--- src/rtl/imu_spi_reader_if.sv ---
// IMU SPI pins plus the parallel sample bus; master = reader, slave = device/downstream side.
// Purely wires, no latency; the sample bus has no backpressure (valid strobe, data held until the next one).
interface imu_spi_reader_if;
  logic        imu_cs;
  logic        imu_clk;
  logic        imu_mosi;
  logic        imu_miso;
  logic        sample_valid;
  logic [15:0] ax;
  logic [15:0] ay;
  logic [15:0] az;
  logic [15:0] temp;
  logic [15:0] gx;
  logic [15:0] gy;
  logic [15:0] gz;

  modport master (
    output imu_cs, imu_clk, imu_mosi,
    input  imu_miso,
    output sample_valid, ax, ay, az, temp, gx, gy, gz
  );

  modport slave (
    input  imu_cs, imu_clk, imu_mosi,
    output imu_miso,
    input  sample_valid, ax, ay, az, temp, gx, gy, gz
  );
endinterface

--- src/rtl/imu_spi_reader.sv ---
// Mode-3 SPI burst reader: each IMU interrupt edge reads 14 bytes from START_ADDR into one parallel sample.
// Edge-to-strobe about 4+243*CLK_DIV cycles; no backpressure, edges arriving while busy are dropped and counted.
module imu_spi_reader #(
  parameter int         CLK_DIV    = 25,
  parameter logic [6:0] START_ADDR = 7'h3B,
  parameter int         NUM_BYTES  = 14
) (
  input  logic                    sys_clk,
  input  logic                    resetn,
  input  logic                    enable,
  input  logic                    imu_int,
  output logic                    busy,
  output logic [7:0]              missed_count,
  imu_spi_reader_if.master        bus
);

  localparam int NBITS = 8 + 8 * NUM_BYTES;
  localparam int DBITS = 8 * NUM_BYTES;
  localparam int DIV_W = (CLK_DIV > 1) ? $clog2(CLK_DIV) : 1;
  localparam int IDX_W = $clog2(NBITS);

  typedef enum logic [2:0] {
    IDLE,
    SETUP,
    SHIFT_LO,
    SHIFT_HI,
    HOLD,
    GAP,
    DONE
  } state_t;

  state_t             state;
  logic [2:0]         int_sync;
  logic [DIV_W-1:0]   div;
  logic [IDX_W-1:0]   bit_idx;
  logic [DBITS-1:0]   shift_reg;

  logic               int_edge;
  logic               div_done;
  logic               last_bit;
  logic [IDX_W-1:0]   next_idx;
  logic [7:0]         cmd_byte;
  logic               next_mosi;

  assign int_edge = int_sync[1] & ~int_sync[2];
  assign div_done = (div == DIV_W'(CLK_DIV - 1));
  assign last_bit = (bit_idx == IDX_W'(NBITS - 1));
  assign next_idx = bit_idx + IDX_W'(1);
  assign cmd_byte = {1'b1, START_ADDR};

  // Command bits go out first; every data-phase bit is a don't-care driven as 0.
  always_comb begin
    next_mosi = 1'b0;
    if (next_idx < IDX_W'(8))
      next_mosi = cmd_byte[3'd7 - next_idx[2:0]];
  end

  always_ff @(posedge sys_clk) begin
    if (!resetn) begin
      state            <= IDLE;
      int_sync         <= '0;
      div              <= '0;
      bit_idx          <= '0;
      shift_reg        <= '0;
      busy             <= 1'b0;
      missed_count     <= '0;
      bus.imu_cs       <= 1'b1;
      bus.imu_clk      <= 1'b1;
      bus.imu_mosi     <= 1'b0;
      bus.sample_valid <= 1'b0;
      bus.ax           <= '0;
      bus.ay           <= '0;
      bus.az           <= '0;
      bus.temp         <= '0;
      bus.gx           <= '0;
      bus.gy           <= '0;
      bus.gz           <= '0;
    end else begin
      int_sync         <= {int_sync[1:0], imu_int};
      bus.sample_valid <= 1'b0;

      // DONE still counts as busy, so an edge coinciding with the strobe is a miss.
      if (int_edge && state != IDLE && missed_count != 8'hFF)
        missed_count <= missed_count + 8'd1;

      case (state)
        IDLE: begin
          if (int_edge && enable) begin
            state      <= SETUP;
            busy       <= 1'b1;
            bus.imu_cs <= 1'b0;
            div        <= '0;
          end
        end

        SETUP: begin
          if (div_done) begin
            div          <= '0;
            bit_idx      <= '0;
            bus.imu_clk  <= 1'b0;
            bus.imu_mosi <= cmd_byte[7];
            state        <= SHIFT_LO;
          end else begin
            div <= div + DIV_W'(1);
          end
        end

        SHIFT_LO: begin
          if (div_done) begin
            div         <= '0;
            bus.imu_clk <= 1'b1;
            state       <= SHIFT_HI;
            if (bit_idx >= IDX_W'(8))
              shift_reg <= {shift_reg[DBITS-2:0], bus.imu_miso};
          end else begin
            div <= div + DIV_W'(1);
          end
        end

        SHIFT_HI: begin
          if (div_done) begin
            div <= '0;
            if (last_bit) begin
              state <= HOLD;
            end else begin
              bit_idx      <= next_idx;
              bus.imu_clk  <= 1'b0;
              bus.imu_mosi <= next_mosi;
              state        <= SHIFT_LO;
            end
          end else begin
            div <= div + DIV_W'(1);
          end
        end

        HOLD: begin
          if (div_done) begin
            div          <= '0;
            bus.imu_cs   <= 1'b1;
            bus.imu_mosi <= 1'b0;
            state        <= GAP;
          end else begin
            div <= div + DIV_W'(1);
          end
        end

        GAP: begin
          if (div_done) begin
            div   <= '0;
            state <= DONE;
          end else begin
            div <= div + DIV_W'(1);
          end
        end

        DONE: begin
          bus.ax           <= shift_reg[DBITS-1  -: 16];
          bus.ay           <= shift_reg[DBITS-17 -: 16];
          bus.az           <= shift_reg[DBITS-33 -: 16];
          bus.temp         <= shift_reg[DBITS-49 -: 16];
          bus.gx           <= shift_reg[DBITS-65 -: 16];
          bus.gy           <= shift_reg[DBITS-81 -: 16];
          bus.gz           <= shift_reg[DBITS-97 -: 16];
          bus.sample_valid <= 1'b1;
          busy             <= 1'b0;
          state            <= IDLE;
        end

        default: state <= IDLE;
      endcase
    end
  end

endmodule

--- src/flat_wrapper.sv ---
// flat-port wrapper written by rule: the top's interface ports become plain ports
module imu_spi_reader_flat 
#(
  parameter int         CLK_DIV    = 25,
  parameter logic [6:0] START_ADDR = 7'h3B,
  parameter int         NUM_BYTES  = 14
)
  (sys_clk, resetn, enable, imu_int, busy, missed_count, bus_imu_cs, bus_imu_clk, bus_imu_mosi, bus_imu_miso, bus_sample_valid, bus_ax, bus_ay, bus_az, bus_temp, bus_gx, bus_gy, bus_gz);
  imu_spi_reader_if bus_i ();
  input  logic sys_clk;
  input  logic resetn;
  input  logic enable;
  input  logic imu_int;
  output logic busy;
  output logic [7:0] missed_count;
  output wire logic [$bits(bus_i.imu_cs)-1:0] bus_imu_cs;
  output wire logic [$bits(bus_i.imu_clk)-1:0] bus_imu_clk;
  output wire logic [$bits(bus_i.imu_mosi)-1:0] bus_imu_mosi;
  input wire logic [$bits(bus_i.imu_miso)-1:0] bus_imu_miso;
  output wire logic [$bits(bus_i.sample_valid)-1:0] bus_sample_valid;
  output wire logic [$bits(bus_i.ax)-1:0] bus_ax;
  output wire logic [$bits(bus_i.ay)-1:0] bus_ay;
  output wire logic [$bits(bus_i.az)-1:0] bus_az;
  output wire logic [$bits(bus_i.temp)-1:0] bus_temp;
  output wire logic [$bits(bus_i.gx)-1:0] bus_gx;
  output wire logic [$bits(bus_i.gy)-1:0] bus_gy;
  output wire logic [$bits(bus_i.gz)-1:0] bus_gz;
  assign bus_imu_cs = bus_i.imu_cs;
  assign bus_imu_clk = bus_i.imu_clk;
  assign bus_imu_mosi = bus_i.imu_mosi;
  assign bus_i.imu_miso = bus_imu_miso;
  assign bus_sample_valid = bus_i.sample_valid;
  assign bus_ax = bus_i.ax;
  assign bus_ay = bus_i.ay;
  assign bus_az = bus_i.az;
  assign bus_temp = bus_i.temp;
  assign bus_gx = bus_i.gx;
  assign bus_gy = bus_i.gy;
  assign bus_gz = bus_i.gz;
  imu_spi_reader #(.CLK_DIV(CLK_DIV), .START_ADDR(START_ADDR), .NUM_BYTES(NUM_BYTES)) u_core (.sys_clk(sys_clk), .resetn(resetn), .enable(enable), .imu_int(imu_int), .busy(busy), .missed_count(missed_count), .bus(bus_i));
endmodule
--- config.mk ---
export PLATFORM = sky130hd
export DESIGN_NAME = imu_spi_reader_flat
export DESIGN_NICKNAME = d
export VERILOG_FILES = /design/src/rtl/imu_spi_reader_if.sv /design/src/rtl/imu_spi_reader.sv /design/src/flat_wrapper.sv
export SDC_FILE = /design/constraint.sdc
export NUM_CORES = 1
export LEC_CHECK = 0
export BUFFER_PORTS_ARGS = -buffer_cell sky130_fd_sc_hd__buf_4
export CORE_MARGIN = 5
export CORE_UTILIZATION = 24
export CTS_BUF_LIST = sky130_fd_sc_hd__clkbuf_4
export CTS_CLUSTER_DIAMETER = 40
export DETAILED_ROUTE_END_ITERATION = 8
export GPL_ROUTABILITY_DRIVEN = 0
export PLACE_DENSITY_LB_ADDON = 0.1
export SLEW_MARGIN = 20
export SYNTH_ARGS = -nofsm -noshare
export SYNTH_HDL_FRONTEND = slang
export SYNTH_SLANG_ARGS = --single-unit
--- constraint.sdc ---
create_clock -name sys_clk -period 3 [get_ports sys_clk]
set_input_delay 0.3 -clock sys_clk [delete_from_list [all_inputs] [get_ports sys_clk]]
set_output_delay 0.3 -clock sys_clk [all_outputs]
set_load 0.05 [all_outputs]
==> metrics.txt <==
# TYPE chip_impl_metric gauge
chip_impl_metric{name="grt_antenna_before_repair",unit=""} 1
chip_impl_metric{name="drt_drc_violations_left",unit=""} 0
chip_impl_metric{name="clock_path_buffers",unit=""} 3
chip_impl_metric{name="die_w",unit="um"} 212
chip_impl_info{name="synth_flop_cell",value="sky130_fd_sc_hd__dfxtp_1"} 1
chip_impl_metric{name="dp_hpwl",unit="um"} 14500
chip_impl_metric{name="clk_pin_slew_worst_paths",unit="ns"} 0.06
chip_impl_info{name="ctsRootBufferMaster",value="sky130_fd_sc_hd__clkbuf_4"} 1
chip_impl_metric{name="ctsResizeCount",unit=""} 0
chip_impl_metric{name="drt-initial-drc-count",unit=""} 339
chip_impl_metric{name="hold_viol",unit=""} 0
chip_impl_info{name="rsz0062_at_grt",value="false"} 1
chip_impl_metric{name="syn2layout_area_growth",unit="%"} 24.8
chip_impl_info{name="min_path_type",value="in2reg"} 1
chip_impl_metric{name="period_needed",unit="ns"} 2.23
chip_impl_metric{name="synth_enable_flop_cells",unit=""} 0
chip_impl_metric{name="cts_inserted_buffers",unit=""} 77
chip_impl_metric{name="nets",unit=""} 1311
chip_impl_info{name="crit_path_cell_trace",value="inv_1 -> ha_1 -> and4b_1 -> nand2_2 -> or3_1 -> or4_1 -> a21boi_1"} 1
chip_impl_metric{name="number_of_buffers_and_inverters_on_the_critical_path",unit=""} 1
chip_impl_metric{name="setup_total_negative_slack",unit="ns"} 0
chip_impl_metric{name="worst-endpoint-required",unit="ns"} 3.62
chip_impl_metric{name="floorplan.rows",unit=""} 74
chip_impl_metric{name="final.setup_skew",unit="ns"} 0.0297
chip_impl_metric{name="tritoncts_num_sinks",unit=""} 255
chip_impl_metric{name="achievable-frequency",unit="GHz"} 0.448
chip_impl_metric{name="design.core.area",unit="um2"} 40600
chip_impl_metric{name="num_io_pins",unit=""} 130
chip_impl_info{name="outcome",value="completed"} 1
chip_impl_metric{name="largest_reg_flops",unit=""} 112
chip_impl_metric{name="grt_pass1_wl",unit="um"} 42700
chip_impl_info{name="cts_tree",value="built"} 1
chip_impl_info{name="critical_path.startpoint_type",value="register"} 1
chip_impl_metric{name="grt_start_max_net_pins",unit=""} 113
chip_impl_metric{name="slew_headroom",unit="%"} 50.6
chip_impl_metric{name="fin_crit_sh",unit="%"} 74.3
chip_impl_metric{name="drt_first_pass_iters",unit=""} 4
chip_impl_metric{name="vias_per_cell",unit=""} 4.26
chip_impl_metric{name="cell_area_after_layout",unit="um2"} 12300
chip_impl_metric{name="worstMarginPinSlew",unit="ns"} 0.741
chip_impl_metric{name="total_length_of_routed_wires",unit="um"} 25900
chip_impl_metric{name="grt-ovfl-total",unit=""} 0
chip_impl_metric{name="worst_skew_pair.late_latency",unit="ns"} 0.71
chip_impl_info{name="critical-path-top-delay-family",value="simple AND/OR/NAND/NOR gates"} 1
chip_impl_metric{name="synth-seq-area-share",unit="%"} 52.0
chip_impl_metric{name="final_core_utilization",unit="%"} 30.1
chip_impl_metric{name="power.density_cell_area",unit="nW/um2"} 565
chip_impl_metric{name="synth_fp_nets",unit=""} 1175
chip_impl_metric{name="port_bufs",unit=""} 129
chip_impl_metric{name="cts_hold_bufs",unit=""} 2
chip_impl_metric{name="cp_slowest_stage_delay",unit="ns"} 0.55
chip_impl_metric{name="wl_per_cell",unit="um"} 13.7
chip_impl_metric{name="yosysUniqueCellTypes",unit=""} 48
chip_impl_metric{name="design_power_total",unit="mW"} 6.92
chip_impl_metric{name="leakage",unit="nW"} 4.36
chip_impl_metric{name="design.die.area",unit="um2"} 45000
chip_impl_metric{name="post_cts_buffers",unit=""} 0
chip_impl_metric{name="asyncSetResetFlopFracSynth",unit="%"} 0
chip_impl_metric{name="floorplan.initialDensity",unit="%"} 24.1
chip_impl_metric{name="max_cap_viol_count",unit=""} 0
chip_impl_metric{name="fp.dieH",unit="um"} 212
chip_impl_info{name="critPathCaptureType",value="register"} 1
chip_impl_metric{name="cp.arrival",unit="ns"} 2.85
chip_impl_metric{name="cts-htree-levels",unit=""} 3
chip_impl_info{name="critPathSlowestCell",value="sky130_fd_sc_hd__or4_1"} 1
chip_impl_metric{name="postSynthAreaPerCell",unit="um2"} 8.43
chip_impl_metric{name="num-fill-cells",unit=""} 4407
chip_impl_info{name="setup.worst_path.class",value="reg2reg"} 1
chip_impl_metric{name="globalRouteTotalUtil",unit="%"} 11.6
chip_impl_metric{name="syn-instance-count",unit=""} 1165
chip_impl_metric{name="timing.final.max_slew_violations",unit=""} 0
chip_impl_metric{name="crit_path_max_fanout",unit=""} 12
chip_impl_metric{name="post_route_cells_drive_above_1_share",unit="%"} 19.3
chip_impl_metric{name="largest_voltage_drop_on_the_vdd_net",unit="mV"} 0.210
chip_impl_metric{name="detailroute.via_count",unit=""} 8042
chip_impl_metric{name="synth_area",unit="um2"} 9820
chip_impl_metric{name="placed_cell_area",unit="um2"} 11300
chip_impl_metric{name="grt_pass1_vias",unit=""} 8245
chip_impl_metric{name="drtAntennaViolNets",unit=""} 0
chip_impl_metric{name="yosysWarnings",unit=""} 0
chip_impl_metric{name="timing.final.setup_violations",unit=""} 0
chip_impl_metric{name="count_of_state_elements_after_synthesis",unit=""} 255
## cells by family after synthesis
kind of cell	after synthesis	share of synthesized area (%)
buffers and inverters	91	4.09
adder cells (fa/ha/maj)	5	0.637
flip-flops	255	52.0
AND/OR/NAND/NOR	539	22.5
XOR/XNOR	9	0.803
AO/OA/AOI/OAI	266	19.9
## final cells by class
type | instances | area (um2) | share of cell area [%]
flip-flops and latches | 255 | 5100 | 41.7
clock inverters | 21 | 133 | 1.08
multi-input cells | 819 | 4320 | 35.3
diodes | 1 | 2.50 | 0.0204
clock buffers | 112 | 841 | 6.86
repair buffers | 141 | 1150 | 9.43
well taps | 532 | 666 | 5.43
inverters | 7 | 26.3 | 0.214
## power by group
part	internal (mW)	total, mW	leakage [nW]	switching (mW)
Sequential	3.39	3.40	2.05	0.00529
Clock	1.87	3.40	0.581	1.53
Combinational	0.0602	0.128	1.72	0.0675
Total	5.32	6.92	4.36	1.60
## worst register-to-register path, cell delays in order, from the launching register on
cell and delay [ns]:
sky130_fd_sc_hd__dfxtp_1 0.33, sky130_fd_sc_hd__inv_1 0.10, sky130_fd_sc_hd__ha_1 0.17, sky130_fd_sc_hd__and4b_1 0.24, sky130_fd_sc_hd__nand2_2 0.08, sky130_fd_sc_hd__or3_1 0.54, sky130_fd_sc_hd__or4_1 0.55, sky130_fd_sc_hd__a21boi_1 0.15
## path summary, 6_finish.rpt
| path | start | endpoint | slack [ns] | cells past startpoint |
|---|---|---|---|---|
| max | u_core.div[0] | u_core.bit_idx[5] | 0.77 | 7 |
| min reg2reg | u_core.int_sync[0] | u_core.int_sync[1] | 0.43 | 1 |
| min | resetn | u_core.bus.imu_cs | 0.11 | 2 |
| max reg2reg | u_core.div[0] | u_core.bit_idx[5] | 0.77 | 7 |
## synth_stat cells, types with 5 or more instances
cell type | number | area share, %
sky130_fd_sc_hd__nand3_1 | 7 | 0.36
sky130_fd_sc_hd__buf_4 | 9 | 0.69
sky130_fd_sc_hd__o21ai_0 | 13 | 0.66
sky130_fd_sc_hd__a21boi_1 | 42 | 3.2
sky130_fd_sc_hd__a21boi_0 | 192 | 15
sky130_fd_sc_hd__clkbuf_1 | 51 | 2.0
sky130_fd_sc_hd__or3_1 | 6 | 0.38
sky130_fd_sc_hd__a21oi_1 | 5 | 0.25
sky130_fd_sc_hd__nor2_1 | 12 | 0.46
sky130_fd_sc_hd__nor2b_1 | 6 | 0.38
sky130_fd_sc_hd__buf_2 | 20 | 1.0
sky130_fd_sc_hd__ha_1 | 5 | 0.64
sky130_fd_sc_hd__xor2_1 | 6 | 0.54
sky130_fd_sc_hd__and2_1 | 12 | 0.76
sky130_fd_sc_hd__inv_1 | 7 | 0.27
sky130_fd_sc_hd__nor3_1 | 8 | 0.41
sky130_fd_sc_hd__dfxtp_1 | 255 | 52
sky130_fd_sc_hd__nand2_1 | 462 | 18
## cell usage in the layout, fill, tap and decap left out, types with 3 or more instances in the layout
master and instances:
sky130_fd_sc_hd__nand4b_1 3, sky130_fd_sc_hd__inv_1 7, sky130_fd_sc_hd__a21boi_0 192, sky130_fd_sc_hd__nor2b_1 6, sky130_fd_sc_hd__nor2_1 12, sky130_fd_sc_hd__ha_1 5
sky130_fd_sc_hd__nand3b_1 3, sky130_fd_sc_hd__nand3_1 7, sky130_fd_sc_hd__xnor2_1 3, sky130_fd_sc_hd__nand2_1 462, sky130_fd_sc_hd__or3_1 6, sky130_fd_sc_hd__a31oi_1 3
sky130_fd_sc_hd__nor3_1 8, sky130_fd_sc_hd__xor2_1 6, sky130_fd_sc_hd__a21boi_1 42, sky130_fd_sc_hd__clkinv_1 16, sky130_fd_sc_hd__and2_1 12, sky130_fd_sc_hd__a21oi_1 5
sky130_fd_sc_hd__o21ai_0 13, sky130_fd_sc_hd__dfxtp_1 255, sky130_fd_sc_hd__nand4_1 3, sky130_fd_sc_hd__buf_4 131, sky130_fd_sc_hd__buf_12 7, sky130_fd_sc_hd__clkbuf_4 112
## metal layers
layer | up-vias | GRT usage (%) | routed length, um
met2 | 169 | 17.6 | 11300
met3 | 59 | 4.32 | 1700
met4 | 0 | 4.66 | 712
li1 | 4129 | - | -
met1 | 3685 | 14.8 | 12200
met5 | - | 0 | 0
## stage by stage
| step | setup slack, ns | hold slack, ns | std cells |
|---|---|---|---|
| final | 0.770 | 0.115 | 1888 |
| after global routing | 0.626 | 0.0681 | 1888 |
| after CTS | 0.752 | 0.00289 | 1887 |
| after detailed placement | 0.785 | 0.422 | 1752 |
| after global placement | 0.827 | 0.416 | 1752 |
| after floorplan | 1.13 | 0.412 | 1165 |
Power figures use the tool's default switching activity.
